$ cat src/rtl/fetch_redirect_ctrl_pkg.sv
// Shared types for the fetch redirect controller: source classes, pending entry, FSM states.
// Class ordering is numeric so that "outranks" is a plain magnitude compare.
package fetch_redirect_ctrl_pkg;

    localparam int                      REDIR_PC_W   = 32;
    localparam logic [REDIR_PC_W-1:0]   RESET_PC_DEF = 32'hBFC0_0000;

    typedef enum logic [1:0] {
        SRC_IF3 = 2'd0,
        SRC_BRU = 2'd1,
        SRC_EXC = 2'd2
    } redirect_src_t;

    typedef struct packed {
        logic [REDIR_PC_W-1:0] pc;
        redirect_src_t         src;
    } redirect_entry_t;

    typedef enum logic [1:0] {
        ST_BOOT    = 2'd0,
        ST_IDLE    = 2'd1,
        ST_PEND    = 2'd2,
        ST_WAIT_DS = 2'd3
    } fetch_redir_state_t;

    // IF3 corrections keep the delay slot already sitting in IF3.
    function automatic logic src_keeps_ds(input redirect_src_t src);
        return src == SRC_IF3;
    endfunction

    function automatic logic [31:0] sat_add32(input logic [31:0] a, input logic [1:0] inc);
        logic [32:0] sum;
        sum = {1'b0, a} + {31'd0, inc};
        return sum[32] ? 32'hFFFF_FFFF : sum[31:0];
    endfunction

endpackage

$ cat src/rtl/redirect_prio_sel.sv
// Combinational three-way redirect pick: exception over branch-resolve over IF3 predecode.
// Zero latency, no state; losers are simply not reported.
module redirect_prio_sel
    import fetch_redirect_ctrl_pkg::*;
(
    input  logic                  excp_valid_i,
    input  logic [REDIR_PC_W-1:0] excp_pc_i,
    input  logic                  bru_valid_i,
    input  logic [REDIR_PC_W-1:0] bru_pc_i,
    input  logic                  if3_valid_i,
    input  logic [REDIR_PC_W-1:0] if3_pc_i,
    output logic                  win_valid_o,
    output redirect_entry_t       win_o
);

    always_comb begin
        win_valid_o = excp_valid_i | bru_valid_i | if3_valid_i;
        win_o       = '{pc: if3_pc_i, src: SRC_IF3};
        if (excp_valid_i) begin
            win_o = '{pc: excp_pc_i, src: SRC_EXC};
        end else if (bru_valid_i) begin
            win_o = '{pc: bru_pc_i, src: SRC_BRU};
        end
    end

endmodule

$ cat src/rtl/fetch_redirect_ctrl.sv
// Front-end redirect controller: holds one pending redirect, issues a registered strobe the cycle after a PEND cycle with fetch_ready_i.
// Stalls on fetch_ready_i=0 and around unfetched delay slots; optional counters under REDIRECT_PERF_EN.
module fetch_redirect_ctrl
    import fetch_redirect_ctrl_pkg::*;
#(
    parameter int               PC_W       = REDIR_PC_W,
    parameter logic [PC_W-1:0]  RESET_PC   = PC_W'(RESET_PC_DEF),
    parameter int               NUM_STAGES = 3
) (
    input  logic                  clk,
    input  logic                  rst,
    input  logic                  excp_valid_i,
    input  logic [PC_W-1:0]       excp_pc_i,
    input  logic                  bru_valid_i,
    input  logic [PC_W-1:0]       bru_pc_i,
    input  logic                  bru_need_ds_i,
    input  logic                  ds_fetched_i,
    input  logic                  if3_valid_i,
    input  logic [PC_W-1:0]       if3_pc_i,
    input  logic                  fetch_ready_i,
    output logic                  redirect_valid_o,
    output logic [PC_W-1:0]       redirect_pc_o,
    output logic [NUM_STAGES-1:0] flush_if_o,
    output logic                  busy_o
`ifdef REDIRECT_PERF_EN
    ,
    output logic [31:0]           perf_redirects_o,
    output logic [31:0]           perf_dropped_o,
    output logic [31:0]           perf_ds_wait_o
`endif
);

    fetch_redir_state_t    state_q, state_d;
    redirect_entry_t       entry_q, entry_d;
    redirect_entry_t       win, boot_entry;
    logic                  win_valid;
    logic                  win_need_ds;
    logic                  accept;
    logic                  issue;
    logic                  redirect_valid_q;
    logic [PC_W-1:0]       redirect_pc_q;
    logic [NUM_STAGES-1:0] flush_q;
    logic                  busy_q;

    function automatic logic [NUM_STAGES-1:0] flush_vec(input redirect_src_t src);
        logic [NUM_STAGES-1:0] v;
        v = '1;
        if (src_keeps_ds(src)) begin
            v[NUM_STAGES-1] = 1'b0;
        end
        return v;
    endfunction

    redirect_prio_sel u_prio (
        .excp_valid_i (excp_valid_i),
        .excp_pc_i    (REDIR_PC_W'(excp_pc_i)),
        .bru_valid_i  (bru_valid_i),
        .bru_pc_i     (REDIR_PC_W'(bru_pc_i)),
        .if3_valid_i  (if3_valid_i),
        .if3_pc_i     (REDIR_PC_W'(if3_pc_i)),
        .win_valid_o  (win_valid),
        .win_o        (win)
    );

    assign boot_entry  = '{pc: REDIR_PC_W'(RESET_PC), src: SRC_EXC};
    assign win_need_ds = bru_need_ds_i && (win.src == SRC_BRU);

    always_comb begin
        state_d = state_q;
        entry_d = entry_q;
        accept  = 1'b0;
        issue   = 1'b0;
        case (state_q)
            ST_BOOT: begin
                // Boot entry behaves as an already-latched exception.
                entry_d = boot_entry;
                state_d = ST_PEND;
                accept  = win_valid && (win.src >= SRC_EXC);
            end
            ST_IDLE: begin
                accept = win_valid;
            end
            ST_PEND: begin
                if (fetch_ready_i) begin
                    if (win_valid && (win.src > entry_q.src)) begin
                        accept = 1'b1;
                    end else begin
                        issue   = 1'b1;
                        state_d = ST_IDLE;
                        accept  = win_valid;
                    end
                end else begin
                    accept = win_valid && (win.src >= entry_q.src);
                end
            end
            ST_WAIT_DS: begin
                if (ds_fetched_i) begin
                    state_d = ST_PEND;
                end
                accept = win_valid && (win.src >= entry_q.src);
            end
            default: begin
                state_d = ST_BOOT;
            end
        endcase
        // A freshly latched mispredict with its delay slot still upstream must wait for it.
        if (accept) begin
            entry_d = win;
            state_d = win_need_ds ? ST_WAIT_DS : ST_PEND;
        end
    end

    always_ff @(posedge clk) begin
        if (rst) begin
            state_q          <= ST_BOOT;
            entry_q          <= '{pc: '0, src: SRC_IF3};
            redirect_valid_q <= 1'b0;
            redirect_pc_q    <= '0;
            flush_q          <= '0;
            busy_q           <= 1'b1;
        end else begin
            state_q          <= state_d;
            entry_q          <= entry_d;
            redirect_valid_q <= issue;
            if (issue) begin
                redirect_pc_q <= PC_W'(entry_q.pc);
            end
            flush_q          <= issue ? flush_vec(entry_q.src) : '0;
            busy_q           <= (state_d != ST_IDLE);
        end
    end

    assign redirect_valid_o = redirect_valid_q;
    assign redirect_pc_o    = redirect_pc_q;
    assign flush_if_o       = flush_q;
    assign busy_o           = busy_q;

`ifdef REDIRECT_PERF_EN
    logic [31:0] perf_redirects_q;
    logic [31:0] perf_dropped_q;
    logic [31:0] perf_ds_wait_q;
    logic [1:0]  req_cnt;
    logic [1:0]  drop_cnt;

    // Every request that is not latched this cycle counts as dropped.
    assign req_cnt  = {1'b0, excp_valid_i} + {1'b0, bru_valid_i} + {1'b0, if3_valid_i};
    assign drop_cnt = req_cnt - {1'b0, accept};

    always_ff @(posedge clk) begin
        if (rst) begin
            perf_redirects_q <= '0;
            perf_dropped_q   <= '0;
            perf_ds_wait_q   <= '0;
        end else begin
            perf_redirects_q <= sat_add32(perf_redirects_q, {1'b0, issue});
            perf_dropped_q   <= sat_add32(perf_dropped_q, drop_cnt);
            perf_ds_wait_q   <= sat_add32(perf_ds_wait_q, {1'b0, state_q == ST_WAIT_DS});
        end
    end

    assign perf_redirects_o = perf_redirects_q;
    assign perf_dropped_o   = perf_dropped_q;
    assign perf_ds_wait_o   = perf_ds_wait_q;
`endif

endmodule

$ cat config.mk
export PLATFORM = sky130hd
export DESIGN_NAME = fetch_redirect_ctrl
export DESIGN_NICKNAME = d
export VERILOG_FILES = /design/src/rtl/fetch_redirect_ctrl_pkg.sv /design/src/rtl/redirect_prio_sel.sv /design/src/rtl/fetch_redirect_ctrl.sv
export SDC_FILE = /design/constraint.sdc
export NUM_CORES = 1
export LEC_CHECK = 0
export CORE_MARGIN = 2
export CORE_UTILIZATION = 30
export CTS_CLUSTER_SIZE = 20
export DETAILED_ROUTE_END_ITERATION = 6
export PLACE_DENSITY = 0.6
export SETUP_SLACK_MARGIN = 0.5
export SYNTH_ARGS = -nofsm -noshare
export SYNTH_HDL_FRONTEND = slang
export SYNTH_SLANG_ARGS = --single-unit
$ cat constraint.sdc
create_clock -name clk -period 5.32 [get_ports clk]
set_input_delay 1.064 -clock clk [delete_from_list [all_inputs] [get_ports clk]]
set_output_delay 1.064 -clock clk [all_outputs]
set_load 0.02 [all_outputs]
==> out/summary.txt, run 1 <==
Root Driver: clkbuf_8
FP Rows: 38
Startpoint Class: primary input
Critical Path RT: 5510 ps
Post-synth top area share: 43.1%
Mapped Area: 0.00330 mm^2
Critical R2R Capture: entry_q[20]$_SDFFE_PP0P_
H-tree levels: 3
Setup violations, final: 0
Routability cong.: 0.761
Internal: 967 uW
Hold_buf cts: 0
Diodes inserted: 0
Critical path data arrival time: 3590 ps
CTS tree: done
Clock sink count: 71
Die Ht: 109 um
Slew Limit Fails: 0
Avg Cell Area, Syn: 9.37 um^2
Synth Warn #: 0
Die Area: 0.0118 mm^2
First DRT Iteration DRCs: 96
Vias in the first global route: 2780
R2r worst-path depth: 6
Fill count: 1051
Layout area overhead: 49.7%
Slowest stage cell, crit path: a2111oi_4
Nets: 584
Clock period minus worst slack: 3400 ps
Drc violations: 0
Hold Vio Cnt, Final: 0
Status: finished clean
Max Cap Viol: 0
CP Class: primary input to flip-flop
Switching Share: 25.4%
Worst path max stage delay: 590 ps
Number of synthesized flops with an enable pin: 0
Final Cycle Share: 64.0%
Critical path launch point: bru_valid_i
CTS resizes: 0
Final non-filler cell total: 623
Worst path bufs/invs: 2
Worst reg2reg startpoint: entry_q[0]$_SDFFE_PP0P_
DP Cell Count: 607
Worst Skew: 10.4 ps
GRT overflow: 0
End of the worst hold path: redirect_pc_o[27]$_SDFFE_PP0N_
Setup Buffers After CTS: 0
Cell mode on critical path: nand2b_1
# port buffers: 140
R2R Setup Slk: 3070 ps
CP Capture Type: flip-flop
RSZ-0062 raised after global routing: false
Layout cells sized above 1: 8.90%
Worst-path clk slew: 80 ps
Max rail drop VDD: 0.000130 V
Sequential share of power: 45.0%
Pwr/cell area: 263 mW/mm^2
Main area contributors after synthesis: dfxtp_1 (43%), mux2i_1 (19%), nor2_1 (7.7%)
Clk network pwr share: 34.3%
Antenna violations before repair: 0
Starting Density: 30.6%
Core Region: 0.0108 mm^2
Post-synthesis net count: 458
ANT nets after route: 0
Total iterations of the first detailed-routing run: 4
Crit path max fanout: 35
FFs w/ async S/R, synth: 0%
Worst-margin pin slew: 952 ps
Clk Latency, worst-skew pair: 330 ps
Max-slew headroom: 36.3%
FMAX: 0.294 GHz
Worst Hold Class: flip-flop to flip-flop
Logic pwr share: 20.7%
IO Pins: 141
Drt wl/cell: 13.1 um
Switching power: 330 uW
Via-per-instance ratio: 4.65
WHS Path Cells: 2
Clock Tree Buf Depth: 2
Synth Register Bits: 71
Gr usage total: 13.8%
Half-perimeter wire length after placement: 5660 um
Synth cell types: 36
Largest net degree at the start of global routing: 71
Cell leakage power: 0.00212 uW
Total Neg Setup Slack: 0 ps
Synth area leader: dfxtp_1
Wirelength, routed: 8190 um
HP Start: entry_q[29]$_SDFFE_PP0P_
Cell Chain, Critical Path: buf_2, buf_4, nand2b_1, ha_1, nand2b_1, a2111oi_4, o21ai_4, a22oi_1, nor2_1
Width of the die: 109 um
Critical path's top delay family: compound AO/OA/AOI/OAI gates
Cells after Synth: 352
Via count: 2896
Main synth FF type: dfxtp_1
Register area share after synthesis: 43.1%
Global-route wire length before repair: 13000 um
Cts bufs inserted: 9
-- layer usage --
layer | vias to the layer above | wire, um | share of wire (%) | GRT usage [%]
met4 | 0 | 48 | 0.59 | 3.02
met5 | - | 0 | 0 | 0
met2 | 98 | 3740 | 46 | 23.1
met3 | 4 | 817 | 10 | 6.28
li1 | 1481 | - | - | -
met1 | 1313 | 3580 | 44 | 16.3
-- sequential cells by signal (all words and copies together) (netlist names) --
register	count
entry_q	34
redirect_pc_o	32
flush_if_o	2
state_q	2
busy_o	1
-- placed cells by master, fill, tap and decap left out, types with 5 or more instances in the layout --
cell type | synthesis | routed
dfxtp_1 | 71 | 71
a22oi_1 | 23 | 23
clkdlybuf4s50_1 | 0 | 137
nand2_1 | 26 | 26
clkbuf_8 | 0 | 12
mux2_2 | 9 | 9
nor2_1 | 68 | 68
o21ai_0 | 24 | 24
mux2i_1 | 64 | 64
a211oi_1 | 5 | 5
-- worst register-to-register path: cells and delay by family (launching register included) --
family / cells / cell delay, ps
compound gates: 3 / 1240
flops: 1 / 340
fa+ha+maj: 1 / 300
simple gates: 2 / 240
-- synthesized netlist by cell type (2+ instances only) --
cell	number
nor2b_1	2
buf_2	8
nand2_1	26
a211oi_2	4
dfxtp_1	71
mux2_2	9
mux2i_1	64
a22oi_1	23
clkbuf_1	11
buf_4	3
o21ai_0	24
ha_1	2
inv_1	3
buf_6	5
nand2b_1	3
nor2_1	68
a21oi_1	2
buf_1	2
a211oi_1	5
-- worst max path at each step --
stage                     slack, ps  cells past startpoint                       end
final                          1920                      9  entry_q[20]$_SDFFE_PP0P_
after detailed placement       1560                      9  entry_q[20]$_SDFFE_PP0P_
after global placement         1680                      9   entry_q[6]$_SDFFE_PP0P_
after CTS                      1910                      9  entry_q[20]$_SDFFE_PP0P_
after global routing           1680                      9  entry_q[22]$_SDFFE_PP0P_
after floorplan                2430                      9  entry_q[23]$_SDFFE_PP0P_
-- area by class of cell --
type | count | area [um^2] | share of cell area, %
repair buffers | 144 | 1420 | 28.7
clock buffers | 13 | 169 | 3.42
multi-input cells | 248 | 1700 | 34.4
flip-flops and latches | 71 | 1420 | 28.8
clock inverters | 3 | 40.0 | 0.811
well taps | 140 | 175 | 3.55
inverters | 4 | 15.0 | 0.304
-- kinds of logic after synthesis --
| logic type | after synthesis | share of synthesized area, % |
|---|---|---|
| DFF | 71 | 43.1 |
| buffers and inverters | 33 | 5.54 |
| and+or+nand+nor | 105 | 12.7 |
| muxes | 73 | 22.5 |
| AOI/OAI and AO/OA | 68 | 15.4 |
| adders and majority gates | 2 | 0.759 |
-- through the flow --
stage                     total power (uW)  area (um^2)  utilization (%)  hold WS [ps]  setup WS (ps)
final                                 1300         4940             45.7           492           1920
after global routing                  1370         4940             45.7           517           1680
after CTS                             1310         4940             45.7           498           1910
after detailed placement               869         4730             43.8           478           1560
after global placement                 864         4730             43.8           472           1680
after floorplan                        754         3300                -           450           2430
-- power groups by stage --
stage | logic (uW) | registers [uW] | clock network, uW
after floorplan | 152 | 602 | 0
after global placement | 269 | 595 | 0
after detailed placement | 273 | 596 | 0
after CTS | 274 | 584 | 457
after global routing | 296 | 589 | 486
final | 268 | 584 | 444
No activity file was read; power rests on OpenSTA's default activity.
==> run 2, diff against run 1 <==
PLACE_DENSITY = 0.62   (was 0.6)
clock period = 2.84 ns   (was 5.32 ns; I/O delays follow)
==> out/summary.txt, run 2 (same netlist as run 1, synthesis figures left out) <==
Global-route wire length before repair: 13800 um (was 13000 um)
R2r worst-path depth: 7 (was 6)
Slowest stage cell, crit path: a2111oi_4 (unchanged)
Drt wl/cell: 14.5 um (was 13.1 um)
Die Area: 0.0118 mm^2 (unchanged)
Half-perimeter wire length after placement: 6330 um (was 5660 um)
ANT nets after route: 0 (unchanged)
Status: finished clean (unchanged)
Nets: 591 (was 584)
Layout cells sized above 1: 10.2% (was 8.90%)
Via-per-instance ratio: 4.70 (was 4.65)
Root Driver: clkbuf_8 (unchanged)
First DRT Iteration DRCs: 56 (was 96)
Starting Density: 30.6% (unchanged)
Drc violations: 0 (unchanged)
Startpoint Class: primary input (unchanged)
Max reg flops: 34 (unchanged)
FMAX: 0.450 GHz
Vias in the first global route: 2915 (was 2780)
Wirelength, routed: 9140 um (was 8190 um)
Crit path depth: 9 (unchanged)
Clock Tree Buf Depth: 2 (unchanged)
Critical Path RT: 3050 ps (was 5510 ps)
Max-slew headroom: 37.6% (was 36.3%)
GRT overflow: 0 (unchanged)
Worst Hold Class: flip-flop to flip-flop (unchanged)
RSZ-0062 raised after global routing: false (unchanged)
Antenna violations before repair: 0 (unchanged)
Largest Register: entry_q (unchanged)
FP Rows: 38 (unchanged)
Worst-path clk slew: 80 ps (about the same)
Worst Skew: 8.77 ps (was 10.4 ps)
Width of the die: 109 um (unchanged)
Diodes inserted: 0 (unchanged)
Largest net degree at the start of global routing: 45 (was 71)
Cell leakage power: 0.00217 uW (was 0.00212 uW)
# port buffers: 140 (unchanged)
Slew Limit Fails: 0 (unchanged)
Routability cong.: 0.724 (was 0.761)
Max rail drop VDD: 0.000282 V (was 0.000130 V)
Via count: 2962 (was 2896)
CP Capture Type: flip-flop (unchanged)
Cell Chain, Critical Path: buf_2, nand2b_1, ha_1, nand2b_1, a2111oi_4, buf_4, o21ai_4, a22oi_1, nor2_1 (was buf_2, buf_4, nand2b_1, ha_1, nand2b_1, a2111oi_4, o21ai_4, a22oi_1, nor2_1)
Worst-margin pin slew: 926 ps (was 952 ps)
CP Class: primary input to flip-flop (unchanged)
Final Util: 46.9% (was 45.7%)
IO Pins: 141 (unchanged)
Final Cycle Share: 78.3%
Critical path data arrival time: 2440 ps (was 3590 ps)
Critical path's top delay family: compound AO/OA/AOI/OAI gates (unchanged)
Worst path max stage delay: 410 ps (was 590 ps)
Total iterations of the first detailed-routing run: 4 (unchanged)
Clock period minus worst slack: 2220 ps
Leading cell types in the layout, fill and taps excluded: clkdlybuf4s50_1 (137), dfxtp_1 (71), nor2_1 (68) (unchanged)
Layout area overhead: 53.3% (was 49.7%)
WHS Path Cells: 2 (unchanged)
Clk Latency, worst-skew pair: 340 ps (was 330 ps)
Setup violations, final: 0 (unchanged)
Total Neg Setup Slack: 0 ps (unchanged)
Commonest non-fill, non-tap cell in the layout: clkdlybuf4s50_1 (unchanged)
Hold Vio Cnt, Final: 0 (unchanged)
Cell mode on critical path: nand2b_1 (unchanged)
Worst path bufs/invs: 2 (unchanged)
Fill count: 1074 (was 1051)
Max Cap Viol: 0 (unchanged)
Die Ht: 109 um (unchanged)
Cts bufs inserted: 9 (unchanged)
Crit path max fanout: 17 (was 35)
H-tree levels: 3 (unchanged)
Pwr/cell area: 516 mW/mm^2 (was 263 mW/mm^2)
Gr usage total: 14.9% (was 13.8%)
CTS tree: done (unchanged)
Clock sink count: 71 (unchanged)
Core Region: 0.0108 mm^2 (unchanged)
run 2: final cells by class:
type	instances	area, um^2	share of cell area (%)
clock buffer	11	141	2.80
clock inverter	5	105	2.08
inverter	4	15.0	0.297
multi-input combinational	250	1730	34.3
sequential	71	1420	28.1
tap	140	175	3.46
timing repair buffer	149	1470	29.0
run 2: repair_timing:
item	CTS	global route
setup endpoints to repair	0	36
resized for setup	0	2
buffers inserted	0	2
hold buffers	0	0
run 2: worst paths after layout:
kind                                    end  slack (ps)                      startpoint
min reg2reg  redirect_pc_o[12]$_SDFFE_PP0N_         490  redirect_pc_o[12]$_SDFFE_PP0N_
min          redirect_pc_o[12]$_SDFFE_PP0N_         490  redirect_pc_o[12]$_SDFFE_PP0N_
max reg2reg        entry_q[22]$_SDFFE_PP0P_         810         entry_q[0]$_SDFFE_PP0P_
max                entry_q[22]$_SDFFE_PP0P_         620                    excp_valid_i
run 2: where the power goes:
part / total [uW] / switching [uW] / internal, uW
clock network: 981 / 374 / 608
logic: 530 / 242 / 288
registers: 1100 / 37.8 / 1060
total: 2610 / 653 / 1950
run 2: stage by stage:
stage / power [uW] / worst slack (ps) / std cells / hold WS [ps] / area (um^2)
2_1_floorplan: 1410 / 523 / 352 / 450 / 3300
3_3_place_gp: 1620 / 297 / 610 / 467 / 4760
3_5_place_dp: 1640 / 180 / 610 / 482 / 4760
4_1_cts: 2620 / 541 / 626 / 500 / 5010
5_1_grt: 2730 / 499 / 630 / 515 / 5060
6_report: 2610 / 616 / 630 / 492 / 5060
run 2: metal layers:
metal | vias to the layer above | part of all wire [%] | track usage (%)
met5 | - | 0 | 0
met4 | 0 | 0.82 | 5.13
met3 | 6 | 9.2 | 5.62
met2 | 107 | 48 | 25.7
met1 | 1353 | 42 | 16.7
li1 | 1496 | - | -
run 2: tightest hold or removal path: cells and delay by family, from the launching register on:
kind          cells  cell delay [ps]
flops             1              330
simple gates      1               70
mux               1               60
==> run 3, diff against run 2 <==
PLACE_DENSITY = 0.6   (was 0.62)
clock period = 2.3 ns   (was 2.84 ns; I/O delays follow)
==> out/summary.txt, run 3 (same netlist as run 1, synthesis figures left out) <==
Status: finished clean (unchanged)
Cell mode on critical path: nand2b_4 (was nand2b_1)
Slowest stage cell, crit path: a2111oi_4 (unchanged)
Critical Path RT: 2570 ps (was 3050 ps)
Hold_buf cts: 0 (unchanged)
Max rail drop VDD: 0.000285 V (was 0.000282 V)
Most used routing layer: met2 (unchanged)
GR Layer Usage met3: 5.80% (was 5.62%)
Worst reg2reg startpoint: entry_q[0]$_SDFFE_PP0P_ (unchanged)
Worst-margin pin slew: 601 ps (was 926 ps)
Width of the die: 109 um (unchanged)
Worst path max stage delay: 300 ps (was 410 ps)
ANT nets after route: 0 (unchanged)
H-tree levels: 3 (unchanged)
Layout area overhead: 66.0% (was 53.3%)
Layout cells sized above 1: 18.0% (was 10.2%)
Half-perimeter wire length after placement: 6370 um (was 6330 um)
# port buffers: 140 (unchanged)
HP Start: entry_q[1]$_SDFFE_PP0P_ (was redirect_pc_o[12]$_SDFFE_PP0N_)
Switching power: 860 uW (was 653 uW)
IO Pins: 141 (unchanged)
Via-per-instance ratio: 4.75 (was 4.70)
Hold Vio Cnt, Final: 0 (unchanged)
Critical path data arrival time: 2150 ps (was 2440 ps)
Clk network pwr share: 36.2% (was 37.6%)
Cts bufs inserted: 9 (unchanged)
Worst Skew: 6.90 ps (was 8.77 ps)
Wirelength, routed: 9620 um (was 9140 um)
Routability cong.: 0.751 (was 0.724)
Total Neg Setup Slack: 0 ps (unchanged)
Worst-path clk slew: 80 ps (about the same)
Commonest non-fill, non-tap cell in the layout: clkdlybuf4s50_1 (unchanged)
FMAX: 0.530 GHz
Gr usage total: 15.8% (was 14.9%)
Critical R2R Capture: state_q[0]$_SDFF_PP0_ (was entry_q[22]$_SDFFE_PP0P_)
End of the worst hold path: flush_if_o[2]$_SDFF_PP0_ (was redirect_pc_o[12]$_SDFFE_PP0N_)
Sequential share of power: 40.4% (was 42.0%)
Core Region: 0.0108 mm^2 (unchanged)
Nets: 600 (was 591)
Met1 GRT Util: 18.8% (was 16.7%)
Largest Register: entry_q (unchanged)
Crit path max fanout: 7 (was 17)
Total iterations of the first detailed-routing run: 5 (was 4)
Final standard cell area without fillers: 0.00548 mm^2 (was 0.00506 mm^2)
Startpoint Class: primary input (unchanged)
Slew Limit Fails: 0 (unchanged)
Max-slew headroom: 59.7% (was 37.6%)
Pwr/cell area: 615 mW/mm^2 (was 516 mW/mm^2)
FP Rows: 38 (unchanged)
Clk Latency, worst-skew pair: 340 ps (about the same)
Starting Density: 30.6% (unchanged)
R2R Setup Slk: 450 ps (was 810 ps)
Die Area: 0.0118 mm^2 (unchanged)
Global-route wire length before repair: 14500 um (was 13800 um)
Cell Chain, Critical Path: buf_8, nand2b_4, ha_4, nand2b_4, a2111oi_4, buf_6, o21ai_4, clkbuf_16, a21o_1, a21oi_1 (was buf_2, nand2b_1, ha_1, nand2b_1, a2111oi_4, buf_4, o21ai_4, a22oi_1, nor2_1)
Met2 usage: 26.7% (was 25.7%)
Clock sink count: 71 (unchanged)
Drc violations: 0 (unchanged)
CP Class: primary input to flip-flop (unchanged)
CP Capture Type: flip-flop (unchanged)
Fill count: 1019 (was 1074)
Placed Area: 0.00486 mm^2 (was 0.00476 mm^2)
GRT overflow: 0 (unchanged)
Die Ht: 109 um (unchanged)
Vias in the first global route: 2927 (was 2915)
Clock Tree Buf Depth: 2 (unchanged)
Via count: 3033 (was 2962)
Setup violations, final: 0 (unchanged)
Max reg flops: 34 (unchanged)
Clock period minus worst slack: 1890 ps
Drt wl/cell: 15.1 um (was 14.5 um)
Antenna violations before repair: 0 (unchanged)
Internal: 2500 uW (was 1950 uW)
Largest net degree at the start of global routing: 45 (unchanged)
Diodes inserted: 0 (unchanged)
CTS tree: done (unchanged)
Worst Hold Class: flip-flop to flip-flop (unchanged)
Switching Share: 25.6% (was 25.1%)
Root Driver: clkbuf_8 (unchanged)
First DRT Iteration DRCs: 102 (was 56)
Max Cap Viol: 0 (unchanged)
WHS Path Cells: 1 (was 2)
Cell leakage power: 0.00276 uW (was 0.00217 uW)
RSZ-0062 raised after global routing: true (was false)
Final Cycle Share: 82.0%
Logic pwr share: 23.4% (was 20.3%)
R2r worst-path depth: 8 (was 7)
Leading cell types in the layout, fill and taps excluded: clkdlybuf4s50_1 (110), dfxtp_1 (67), nor2_1 (66) (was clkdlybuf4s50_1 (137), dfxtp_1 (71), nor2_1 (68))
run 3: routing by layer:
metal / part of all wire (%) / vias to the layer above
li1: - / 1523
met2: 48 / 121
met1: 42 / 1382
met4: 0.75 / 0
met3: 9.0 / 7
met5: 0 / -
run 3: power groups by stage:
| stage | Clock (uW) | Combinational, uW | Sequential (uW) |
|---|---|---|---|
| after floorplan | 0 | 369 | 1390 |
| after global placement | 0 | 678 | 1380 |
| after detailed placement | 0 | 688 | 1380 |
| after CTS | 1240 | 747 | 1350 |
| after global routing | 1310 | 853 | 1370 |
| final | 1220 | 786 | 1360 |
run 3: how the worst max path moves through the flow:
stage,cells past startpoint,start,endpoint,slack [ps]
final,10,excp_valid_i,state_q[0]$_SDFF_PP0_,410
after global placement,9,excp_valid_i,entry_q[3]$_SDFFE_PP0P_,60
after global routing,8,fetch_ready_i,entry_q[28]$_SDFFE_PP0P_,290
after floorplan,9,bru_valid_i,entry_q[11]$_SDFFE_PP0P_,260
after detailed placement,9,excp_valid_i,entry_q[3]$_SDFFE_PP0P_,30
after CTS,10,excp_valid_i,entry_q[12]$_SDFFE_PP0P_,450
run 3: repair_timing:
action / CTS / global route
setup buffers: 2 / 3
pin swaps: 3 / 16
resized for setup: 13 / 56
gates cloned: 3 / 2
setup endpoints to repair: 70 / 96
hold endpoints to repair: 0 / 0
run 3: final cells by class:
class                           count  area [um^2]  share of cell area [%]
Multi-Input combinational cell    250         1890                    34.6
Timing Repair Buffer              158         1720                    31.4
Sequential cell                    71         1430                    26.1
Tap cell                          140          175                    3.20
Clock buffer                       11          141                    2.58
Clock inverter                      5          105                    1.92
Inverter                            4         15.0                   0.274
run 3: worst max-delay path, delay by kind of cell:
kind                     cells  cell delay, ps
buffers and inverters        3             480
AO/OA/AOI/OAI                4             680
adder cells (fa/ha/maj)      1             240
AND/OR/NAND/NOR              2             290
run 3: metrics by stage:
step	setup WS, ps	hold slack (ps)	utilization (%)	total power (uW)	std cells
floorplan	264	450	-	1760	352
global placement	56.9	470	45.1	2050	613
detailed placement	28.9	478	45.1	2070	613
CTS	447	498	48.6	3340	634
global route	290	512	50.7	3530	639
finish	415	489	50.7	3370	639
